--- config.mk ---
export PLATFORM = sky130hd
export DESIGN_NAME = ray_generator
export DESIGN_NICKNAME = d
export VERILOG_FILES = /design/src/rtl/ray_generator.sv
export SDC_FILE = /design/constraint.sdc
export NUM_CORES = 1
export LEC_CHECK = 0
export CORE_UTILIZATION = 40
export DETAILED_ROUTE_END_ITERATION = 6
export HOLD_SLACK_MARGIN = 0.1
export PLACE_DENSITY = 0.75
export SYNTH_ARGS = -nofsm -noshare
export SYNTH_HDL_FRONTEND = slang
export SYNTH_SLANG_ARGS = --single-unit
--- constraint.sdc ---
create_clock -name clock -period 2.55 [get_ports clock]
set_clock_uncertainty 0.2 [all_clocks]
set_input_delay 0.3825 -clock clock [delete_from_list [all_inputs] [get_ports clock]]
set_output_delay 0.3825 -clock clock [all_outputs]
set_load 0.02 [all_outputs]
--- src/rtl/ray_generator.sv ---
// rtl/ray_generator.sv - raster-order camera ray direction generator
// Emits one unnormalised Q4.8 ray per clock, tagged with a wrapping nonzero ID.
module ray_generator #(
  parameter int                 H_RES    = 16,
  parameter int                 V_RES    = 16,
  parameter int                 ID_WIDTH = 8,
  parameter logic signed [11:0] STEP     = 12'sd32,
  parameter logic signed [11:0] FOCAL    = 12'sd256
) (
  input  logic                       clock,
  input  logic                       reset,
  input  logic                       start,
  input  logic                       hold,
  output logic signed [11:0]         x_out,
  output logic signed [11:0]         y_out,
  output logic signed [11:0]         z_out,
  output logic        [ID_WIDTH-1:0] out_id,
  output logic                       busy,
  output logic                       frame_done
);

  localparam int CW     = (H_RES > 1) ? $clog2(H_RES) : 1;
  localparam int RW     = (V_RES > 1) ? $clog2(V_RES) : 1;
  localparam int X0_MAG = (H_RES / 2) * int'(STEP);
  localparam int Y0_MAG = (V_RES / 2) * int'(STEP);
  localparam int X0_ABS = (X0_MAG < 0) ? -X0_MAG : X0_MAG;
  localparam int Y0_ABS = (Y0_MAG < 0) ? -Y0_MAG : Y0_MAG;
  localparam logic signed [11:0] X0 = 12'(-X0_MAG);
  localparam logic signed [11:0] Y0 = 12'(Y0_MAG);

  // Edge-of-frame directions must fit the signed 12-bit accumulators.
  if (X0_ABS > 2047 || Y0_ABS > 2047) begin : g_range_check
    $error("ray_generator: X0/Y0 magnitude exceeds Q4.8 range");
  end

  typedef enum logic [1:0] {IDLE, RUN, DONE} state_t;

  state_t                    r_state;
  state_t                    w_next_state;
  logic [CW-1:0]             r_col;
  logic [RW-1:0]             r_row;
  logic signed [11:0]        r_x;
  logic signed [11:0]        r_y;
  logic [ID_WIDTH-1:0]       r_id;
  logic signed [11:0]        r_x_out;
  logic signed [11:0]        r_y_out;
  logic signed [11:0]        r_z_out;
  logic [ID_WIDTH-1:0]       r_id_out;
  logic                      r_busy;
  logic                      r_frame_done;

  logic w_start_frame;
  logic w_issue;
  logic w_last_col;
  logic w_last_pixel;

  assign w_start_frame = (r_state == IDLE) && start;
  assign w_issue       = (r_state == RUN) && !hold;
  assign w_last_col    = (r_col == CW'(H_RES - 1));
  assign w_last_pixel  = w_last_col && (r_row == RW'(V_RES - 1));

  always_comb begin
    w_next_state = r_state;
    case (r_state)
      IDLE:    if (start) w_next_state = RUN;
      RUN:     if (w_issue && w_last_pixel) w_next_state = DONE;
      DONE:    w_next_state = IDLE;
      default: w_next_state = IDLE;
    endcase
  end

  always_ff @(posedge clock or negedge reset) begin
    if (!reset) begin
      r_state      <= IDLE;
      r_col        <= '0;
      r_row        <= '0;
      r_x          <= '0;
      r_y          <= '0;
      r_id         <= ID_WIDTH'(1);
      r_x_out      <= '0;
      r_y_out      <= '0;
      r_z_out      <= '0;
      r_id_out     <= '0;
      r_busy       <= 1'b0;
      r_frame_done <= 1'b0;
    end else begin
      r_state      <= w_next_state;
      r_busy       <= (w_next_state != IDLE);
      r_frame_done <= (w_next_state == DONE);
      r_x_out      <= '0;
      r_y_out      <= '0;
      r_z_out      <= '0;
      r_id_out     <= '0;
      if (w_start_frame) begin
        r_col <= '0;
        r_row <= '0;
        r_x   <= X0;
        r_y   <= Y0;
      end else if (w_issue) begin
        r_x_out  <= r_x;
        r_y_out  <= r_y;
        r_z_out  <= FOCAL;
        r_id_out <= r_id;
        // Tag 0 is reserved for bubbles, so the wrap lands on 1.
        r_id     <= (r_id == '1) ? ID_WIDTH'(1) : r_id + ID_WIDTH'(1);
        if (w_last_col) begin
          r_col <= '0;
          r_row <= r_row + RW'(1);
          r_x   <= X0;
          r_y   <= r_y - STEP;
        end else begin
          r_col <= r_col + CW'(1);
          r_x   <= r_x + STEP;
        end
      end
    end
  end

  assign x_out      = r_x_out;
  assign y_out      = r_y_out;
  assign z_out      = r_z_out;
  assign out_id     = r_id_out;
  assign busy       = r_busy;
  assign frame_done = r_frame_done;

endmodule

[Word-level counts from Yosys, hierarchy flattened]
Index checks and enable logic that the tools add are counted.
Storage, ports and cells
  flip-flop bits (word level): 88
  latch bits: 0
  bits in writable memories: 0
  ROM bits: 0
  memories kept: 0
Operators by class
  $add $sub $neg: 5
  $mul: 0
  div/mod/pow operators: 0
  magnitude comparators: 0
  equal/unequal tests: 5
  shift-type cells: 0
  mux-type cells: 24
  bitwise operators: 1
  reductions and logical operators: 11
Operators with widths (count)
  $mux 12: 10
  $mux 4: 6
  $mux 8: 3
  $mux 9: 2
  $add 12x7->12 const B: 1
  $sub 12x7->12 const B: 1
  $add 4x1->4 const B: 2
  $add 8x1->8 const B: 1
  $eq 4x4->1 const B: 2
  $eq 8x8->1 const B: 1
  $reduce_bool 2->1: 3
  $logic_and 1x1->1: 4
  $mux 2: 2
  $pmux 2 s2: 1
  $reduce_and 2->1: 2
  $eq 2x1->1 const B: 1
  $eq 2x2->1 const B: 1
  $logic_not 2->1: 1
  $logic_not 1->1: 1
  $not 1->1: 1

[Longest topological paths before layout]
Gate-level depths: netlist of run 1.
  depth after elaboration: 6
  gate-level depth with buffers: 7

[Worst setup path after synthesis of run 1]
Ideal clock, no wire load.
  path type: flip-flop to flip-flop
  start point: register r_y[5]
  end point: register r_y[11]
  library setup time: 0.101 ns
  arrival time: 1.565 ns
  required time: 2.249 ns
  path slack: 0.684 ns
  cell stages (with the launch flop): 7
  path buffers: 0
  clock period less this slack: 1.866 ns
  cell sequence: dfrtp_1 inv_1 ha_1 inv_1 or3_1 or4_1 o311ai_2
On the way
  cells in the longest elaborated chain, start to end: 4
Ends and longest elaborated chain
  from (decl): RTL line 43  | logic signed [11:0] r_y;
  from (signal assigned): RTL line 110  | r_y <= r_y - STEP;
  $sub 12x7->12: RTL line 110
  $mux 12: RTL line 106  | if (w_last_col) begin
  $mux 12: RTL line 99  | end else if (w_issue) begin
  $mux 12: RTL line 94  | if (w_start_frame) begin
Every way passes these cells. The select of a mux whose other input is x is not followed.
A chain may end at the register's enable or synchronous reset.

[Worst setup path after layout of run 1]
  start point: register r_col[0]
  end point: register r_row[3]
On the way
  cells in the longest elaborated chain, start to end: 3
Ends and longest elaborated chain
  from (decl): RTL line 40  | logic [CW-1:0] r_col;
  from (signal assigned): RTL line 112  | r_col <= r_col + CW'(1);
  $eq 4x4->1: RTL line 59  | assign w_last_col = (r_col == CW'(H_RES - 1));
  $reduce_bool 2->1 (no line)
  $reduce_and 2->1 (no line)
  to (signal assigned): RTL line 108  | r_row <= r_row + RW'(1);
  to (decl): RTL line 41  | logic [RW-1:0] r_row;
Every way passes these cells.

==> impl_metrics.ini, run 1 <==
[outcome]
outcome = finished, final reports clean

[floorplanning]
die_h_um = 81.5
rows = 28
io_pins = 50
core_area_um2 = 6030
dieArea_um2 = 6650
die_w_um = 81.5
initial_core_util_pct = 42.0

[cells_and_area]
antenna_cells = 0
regArea_um2 = 1450
fill_cells = 531
layout_common_cells = dfrtp_1 (57), clkdlybuf4s50_1 (37), and2_1 (18)
drive_gt1_share_pct = 11.5
multiInputGateArea_um2 = 906
final_util_pct = 52.7
final_common_cell = dfrtp_1
area_delta_synth_final_pct = 25.5
final_cell_count_no_fill = 354
nets = 283

[critical_path]
r2r_setup_slack_ps = 380
crit_arrival_ps = 2240
end_kind = flip-flop
crit_path_start_kind = flip-flop
crit_required_ps = 2620
r2r-start = r_col[0]$_DFFE_PN0P_
ff2ff_path_depth = 5
crit_type = reg -> reg
cp_max_fo = 11
r2r-end = r_row[3]$_DFFE_PN0P_

[flow_run]
maxCapViolCount = 0

[placement]
dp_slack_ps = 147
portBuffers = 38
place_congestion = 0.821
placed_cells = 337
dp_hpwl_mm = 3.30

[sta]
period_needed_ps = 2170
hold_violations = 0
fin_setup_tns_ps = 0
drv_slew = 0
finalSetupViolations = 0
fin_crit_sh_pct = 85.1
worst_slew_pin_slew_ps = 646
slew_headroom_pct = 56.7
fin_ws_ps = 379
max_freq_mhz = 461
grt_setup_unrepaired = false

[power_and_ir_drop]
ir_drop_uv = 737
power_density_nw_per_um2 = 1020
leakagePower_nw = 1.44

[clock_tree]
cts_tree = yes
clk_latency_ps = 340
path_clk_slew_ps = 70
cts.hold.buffers_added = 1
cts_buffer_depth = 2
cts_setup_buffers = 0
cts.sinks = 58
post_cts_resized = 0
cts-root-buf = clkbuf_8
htreeDepth = 3
cts_buffers = 9

[logic_synthesis]
synth_top_area_share_pct = 56.4
synth_seq_cells = 58
ys_warn_count = 0
syn_inst = 232
ys_types = 42
ys_seq_area_share_pct = 57.4
synthesis.area_um2 = 2530
syn-mean-instance-area_um2 = 10.9
async_flop_share_pct = 100
yosys-top-cells-area = dfrtp_1 (56%), buf_4 (6.2%), and2_1 (4.5%), nor2_1 (2.5%), ha_1 (2.5%)
synth_ff_type = dfrtp_1
synth_edf_count = 0
synth_top_cell_by_area = dfrtp_1

[detailed_routing]
drc = 0
vias = 1751
ant_nets = 0
routedWlPerCell_um = 13.3
finalWirelength_mm = 4.71
via_per_inst = 4.95
firstDrtPassIters = 4
drt_iter0_drc = 67

[global_routing]
grt_pass1_vias = 1726
grt.total_usage_pct = 16.9
grt_pass1_wl_mm = 8.12
grt_remaining_overflow = 0
antenna_found_initial = 0
grt_max_degree = 35

[hold_path]
min_to = r_y[5]$_DFFE_PN0P_
hold_class = reg -> reg
holdPathStages = 1
min_from = r_y[5]$_DFFE_PN0P_
-- critical path, stage by stage (launching register included) --
cell,delay (ps)
dfrtp_1,400
ha_1,220
and3_1,340
o211ai_1,330
or3_1,460
a21oi_1,160
-- cells by family after synthesis --
| group | Yosys count | synth area share (%) |
|---|---|---|
| AND/OR/NAND/NOR | 88 | 19.0 |
| flip-flops | 58 | 57.4 |
| AO/OA/AOI/OAI | 39 | 10.0 |
| buffers and inverters | 34 | 8.41 |
| adder cells (fa/ha/maj) | 5 | 2.47 |
| XOR/XNOR | 5 | 1.73 |
| multiplexers | 2 | 0.791 |
| other | 1 | 0.148 |
-- sequential cells by signal, summed over array words and instances, names as in the netlist --
signal,flops
busy,1
x_out,7
r_state,2
r_y,7
r_x,7
y_out,8
z_out,1
frame_done,1
out_id,8
r_row,4
r_id,8
r_col,4
-- metrics by stage --
step                instance area (um^2)  hold WS (ps)  total power, mW
global placement                    2930           200             2.23
global route                        3170           313             3.44
CTS                                 3170           291             3.27
detailed placement                  2930           208             2.26
finish                              3170           289             3.24
floorplan                           2570          -113             1.95
-- metal layers --
metal / up-vias / share of wire, % / global-route usage [%]
met5: - / 0 / 0
met4: 0 / 1.9 / 9.11
met3: 12 / 5.1 / 6.11
met2: 49 / 48 / 26.6
met1: 835 / 45 / 20.2
li1: 855 / - / -
-- power by group --
group          switching [mW]  leakage [nW]  internal (mW)
Sequential              0.229         0.716           1.19
Combinational           0.438         0.609          0.406
Clock                   0.353         0.119          0.628
-- Yosys cell counts (all sizes together) (6+ instances only) --
library cell  count
nand2            16
o21ai            10
dfrtp            57
nor2             18
or3               7
inv               7
a21oi            11
and2             18
buf              26
nand3             8
and3              6
-- how the worst max path moves through the flow --
stage / start / endpoint / slack (ps) / cells past startpoint
final: r_col[0]$_DFFE_PN0P_ / r_row[3]$_DFFE_PN0P_ / 380 / 5
after global routing: r_col[0]$_DFFE_PN0P_ / r_y[10]$_DFFE_PN0P_ / 220 / 5
after CTS: r_col[0]$_DFFE_PN0P_ / r_y[10]$_DFFE_PN0P_ / 380 / 5
after detailed placement: start / r_row[3]$_DFFE_PN0P_ / 150 / 5
after global placement: hold / r_id[6]$_DFFE_PN0P_ / 220 / 6
after floorplan: r_y[5]$_DFFE_PN0P_ / r_y[11]$_DFFE_PN0P_ / 680 / 6
-- cell type report --
| cell class | count | area share [%] |
|---|---|---|
| sequential | 58 | 45.8 |
| multi-input combinational | 151 | 28.5 |
| timing repair buffer | 47 | 14.4 |
| clock buffer | 12 | 5.20 |
| tap | 75 | 2.96 |
| clock inverter | 4 | 2.29 |
| inverter | 7 | 0.828 |
Power figures use the tool's default switching activity.
==> inputs of run 2 (changes only) <==
--- a/config.mk
+++ b/config.mk
@@ -6,6 +6,7 @@
 export NUM_CORES = 1
 export LEC_CHECK = 0
 export CORE_UTILIZATION = 40
+export CTS_BUF_LIST = sky130_fd_sc_hd__clkbuf_8 sky130_fd_sc_hd__clkbuf_16
 export DETAILED_ROUTE_END_ITERATION = 6
 export HOLD_SLACK_MARGIN = 0.1
 export PLACE_DENSITY = 0.75
==> results of run 2 <==
Same layout as run 1: the final DEF is identical, and so are final timing and power.
